<file path="src/rtl/hazard_controller.sv">
// Hazard controller for the 5-stage MIPS core: load-use stalls, taken-branch flushes,
// MDU interlock and a saturating stall counter. The MDU interlock is built only when HAZARD_MDU_EN is defined.
module hazard_controller #(
  parameter int MDU_LATENCY = 32,
  parameter int STALL_CNT_W = 32
) (
  input  logic                   i_clk,
  input  logic                   i_reset,
  input  logic                   i_id_valid,
  input  logic [4:0]             i_id_rs,
  input  logic [4:0]             i_id_rt,
  input  logic                   i_id_uses_rt,
  input  logic                   i_id_mdu_start,
  input  logic                   i_id_mdu_read,
  input  logic                   i_ex_mem_read,
  input  logic [4:0]             i_ex_rt,
  input  logic                   i_ex_branch_taken,
  output logic                   o_pc_write,
  output logic                   o_if_id_write,
  output logic                   o_if_id_flush,
  output logic                   o_id_ex_flush,
  output logic                   o_mdu_busy,
  output logic                   o_mdu_done,
  output logic [STALL_CNT_W-1:0] o_stall_cycles
);

  logic load_use;
  logic mdu_haz;
  logic stall;

  assign load_use = i_id_valid && i_ex_mem_read && (i_ex_rt != 5'd0) &&
                    ((i_ex_rt == i_id_rs) || (i_id_uses_rt && (i_ex_rt == i_id_rt)));

  // A taken branch squashes whatever sits in ID, so it cancels any stall.
  assign stall         = (load_use || mdu_haz) && !i_ex_branch_taken;
  assign o_pc_write    = !stall;
  assign o_if_id_write = !stall;
  assign o_if_id_flush = i_ex_branch_taken;
  assign o_id_ex_flush = i_ex_branch_taken || stall;

`ifdef HAZARD_MDU_EN
  localparam int CW = $clog2(MDU_LATENCY + 1);
  localparam logic [0:0] IDLE = 1'b0;
  localparam logic [0:0] BUSY = 1'b1;

  logic [0:0]    state;
  logic [CW-1:0] cnt;
  logic          issue;

  assign mdu_haz    = i_id_valid && o_mdu_busy && (i_id_mdu_start || i_id_mdu_read);
  assign issue      = i_id_valid && i_id_mdu_start && !i_ex_branch_taken && !stall;
  assign o_mdu_busy = (cnt != '0);
  assign o_mdu_done = (cnt == CW'(1));

  always_ff @(posedge i_clk) begin
    if (i_reset) begin
      state <= IDLE;
      cnt   <= '0;
    end else begin
      case (state)
        IDLE: if (issue) begin
          state <= BUSY;
          cnt   <= CW'(MDU_LATENCY);
        end
        BUSY: begin
          cnt <= cnt - 1'b1;
          if (cnt == CW'(1)) state <= IDLE;
        end
        default: begin
          state <= IDLE;
          cnt   <= '0;
        end
      endcase
    end
  end
`else
  logic unused_mdu;
  assign unused_mdu = ^{i_id_mdu_start, i_id_mdu_read, 8'(MDU_LATENCY)};
  assign mdu_haz    = 1'b0;
  assign o_mdu_busy = 1'b0;
  assign o_mdu_done = 1'b0;
`endif

  always_ff @(posedge i_clk) begin
    if (i_reset)
      o_stall_cycles <= '0;
    else if (!o_pc_write && !(&o_stall_cycles))
      o_stall_cycles <= o_stall_cycles + 1'b1;
  end

endmodule

</file>
<file path="config.mk">
export PLATFORM = sky130hd
export DESIGN_NAME = hazard_controller
export DESIGN_NICKNAME = d
export VERILOG_FILES = /design/src/rtl/hazard_controller.sv
export SDC_FILE = /design/constraint.sdc
export NUM_CORES = 1
export LEC_CHECK = 0
export CELL_PAD_IN_SITES_DETAIL_PLACEMENT = 1
export CELL_PAD_IN_SITES_GLOBAL_PLACEMENT = 1
export CORE_ASPECT_RATIO = 1.4
export CORE_MARGIN = 1.5
export CORE_UTILIZATION = 33
export DETAILED_ROUTE_END_ITERATION = 6
export PLACE_DENSITY = 0.87
export RECOVER_POWER = 25
export SLEW_MARGIN = 0
export SYNTH_ARGS = -nofsm -noshare
export SYNTH_HDL_FRONTEND = slang
export SYNTH_SLANG_ARGS = --single-unit
</file>
<file path="constraint.sdc">
create_clock -name i_clk -period 2.52 [get_ports i_clk]
set_clock_uncertainty 0.05 [all_clocks]
set_input_delay 0.504 -clock i_clk [delete_from_list [all_inputs] [get_ports i_clk]]
set_output_delay 0.504 -clock i_clk [all_outputs]
set_load 0.005 [all_outputs]
</file>
==> impl_results.md <==
* Most common cell in the netlist: dfxtp_1
* Number of global-route vias before repair at roughly 2000
* Root Buffer: clkbuf_8
* Post-route DRC at 0
* Hold path cells at 2
* Final worst path period share at 96.6%
* Die Width at 66.3 um
* CTS tree: built
* FFs w/ async S/R, synth at 0%
* GPL Wtd Cong at 0.777
* DRT Wirelength at approximately 5.7 mm
* Wire per inst at 15.6 um
* Remaining Overflow, GRT at 0
* Avg Inst Size Synth at 8.30 um2
* Max-Cap Viols at 0
* Clk slew on worst S/H paths at 70 ps
* Area share of the largest cell type after synthesis at 34.6%
* Starting density of the core at 34.0%
* Crit. End Element: output pin
* Drt first pass iters at 4
* Crit-path max FO at 3
* # fillers at 676
* Core region area at between 5000 and 6000 um2
* Reg2reg setup slack at 310 ps
* CP arrival at 1880 ps
* Fin area at 2650 um2
* CTS Buffer Depth at 2
* Diodes inserted at 0
* Min cycle time layout at 2440 ps
* CTS H-tree lvls at 2
* Mapped Area at 1850 um2
* Biggest registers after layout: o_stall_cycles: 32 flops
* Hold WC Path Type: flop to flop
* EDFF count, synth at 0
* Place WS at -403 ps
* Startpoint types: primary input
* Layout cells sized above 1 at approximately 11%
* Worst skew pair latency at 290 ps
* Synth-to-layout area growth at 43.3%
* Final Hold Slack at 450 ps
* Largest reg by FF count: o_stall_cycles
* R2R depth at 6
* Antenna viol nets, final at 0
* Final Hold Fails at 0
* DR iter-0 viols at 32
* Status: complete, no violations
* Top Ports at 61
* Rows at 32
* Full die area at 6070 um2
* Fin nets at 317
* Register area share after synthesis at 34.6%
* Synth Instances at 223
* Start point of the worst hold path: o_stall_cycles[30]$_SDFFE_PP0P_
* Largest register FFs at 32
* Number of clock sinks at 32
* Worst EP required at 1970 ps
* Synthesis Warnings at 0
* FF-to-FF Start: o_stall_cycles[6]$_SDFFE_PP0P_
* Yosys cell types at 38
* Die H at 91.6 um
* Global Route Usage Sum at 19.9%
* CTS Buf Count at 5
* WHS Endpoint: o_stall_cycles[30]$_SDFFE_PP0P_
* Top post-synthesis cells by count: 32 x dfxtp_1, 22 x nand2_1, 20 x nor2_1
* Fin. max-slew vios at 0
* Peak Freq at roughly 410 MHz
* Min setup slack post-route at 84.6 ps
* FF+latch count, synth at 32
* Setup TNS at 0 ps
* Pleak at 0.962 nW
* Avg Vias per Cell at 5.43
* Ranking of synthesized cells by area: dfxtp_1 35%, xnor2_1 5.7%, xor2_1 4.7%
* IO Port Bufs at 56
* Pwr/cell area at 391 nW/um2
* Dpl hpwl at 4.25 mm
* # setup viols final at 0
* First-pass GRT wire length at 9.40 mm
* Placed cell areas at between 2000 and 3000 um2
* Hold Buf Count CTS at 0
* Peak VDD IR at 0.000202 V
* Crit Path Class: primary input to output pin
* RSZ-0062 raised after global routing: false
* Top_reg_cell synth: dfxtp_1
* Reg2reg end: o_stall_cycles[16]$_SDFFE_PP0P_
* Via count at 1965
* Initial antenna violation count at 0
* Largest net degree at the start of global routing at 15
* Dominant cell type by area after synthesis: dfxtp_1
[cell usage in the layout, fill, tap and decap left out, types with 2 or more instances in the layout]
cell	count
dlygate4sd2_1	4
conb_1	2
xor2_1	10
o21ai_1	3
nand3_1	14
o31ai_1	4
o21ai_0	8
or4_1	7
xnor2_1	11
nand2_1	22
dfxtp_1	32
o211ai_1	2
and3_1	5
buf_4	15
and4_1	9
or3_1	13
clkbuf_8	6
clkdlybuf4s50_1	34
and2_1	2
nand4_1	11
clkdlybuf4s15_1	2
inv_1	5
dlygate4sd3_1	15
a21oi_1	16
nor2_1	20
o2111ai_1	2
clkbuf_1	2
[cell families after synthesis]
family          share of synthesized area (%)
fa+ha+maj                               0.676
xor+xnor                                 10.4
compound gates                           14.3
other cells                             0.203
simple gates                             34.3
flops                                    34.6
buf+inv                                  4.87
mux                                     0.541
[where the power goes]
part	leakage [nW]	internal, W	switching, W
clock network	0.0455	0.000223	0.000200
logic	0.659	0.0000597	0.0000476
registers	0.258	0.000506	0.000000221
total	0.962	0.000788	0.000248
[how the worst max path moves through the flow]
stage	end	from	depth (start not counted)
floorplan	o_pc_write	i_ex_rt[4]	6
global route	o_id_ex_flush	i_id_rt[2]	7
CTS	o_id_ex_flush	i_ex_rt[3]	6
finish	o_id_ex_flush	i_ex_rt[3]	6
detailed placement	o_stall_cycles[31]$_SDFFE_PP0P_	i_ex_rt[4]	9
global placement	o_if_id_write	i_ex_rt[1]	5
[critical path, cell delays in order]
cell and delay, ps:
dlygate4sd2_1 240, or4_4 540, o211a_4 270, nand2_1 60, nand2_1 50, clkdlybuf4s15_2 210
[final cells by class]
class / count / area [um2] / area share (%)
multi-input cells: 177 / 1140 / 42.9
repair buffers: 72 / 681 / 25.7
flip-flops and latches: 32 / 641 / 24.2
clock buffers: 8 / 90.1 / 3.40
well taps: 68 / 85.1 / 3.21
inverters: 5 / 18.8 / 0.708
[metal layers]
layer | wire length (um) | vias up | global-route usage, %
met4 | 107 | 0 | 7.65
met5 | 0 | - | 0
met2 | 2980 | 50 | 36.4
li1 | - | 953 | -
met1 | 2240 | 954 | 21.2
met3 | 329 | 8 | 4.71
[per-stage QoR]
stage               util (%)  instances  total power [W]
global placement        46.8        354         0.000620
detailed placement      46.8        354         0.000624
global route            48.7        362          0.00108
floorplan                  -        224         0.000563
finish                  48.7        362          0.00104
CTS                     48.6        362          0.00104
[repair_timing]
item,CTS,global route
pin swaps,5,1
setup endpoints to repair,10,2
gates resized for setup,13,1
setup buffers,0,0
No activity file was read; power rests on OpenSTA's default activity.
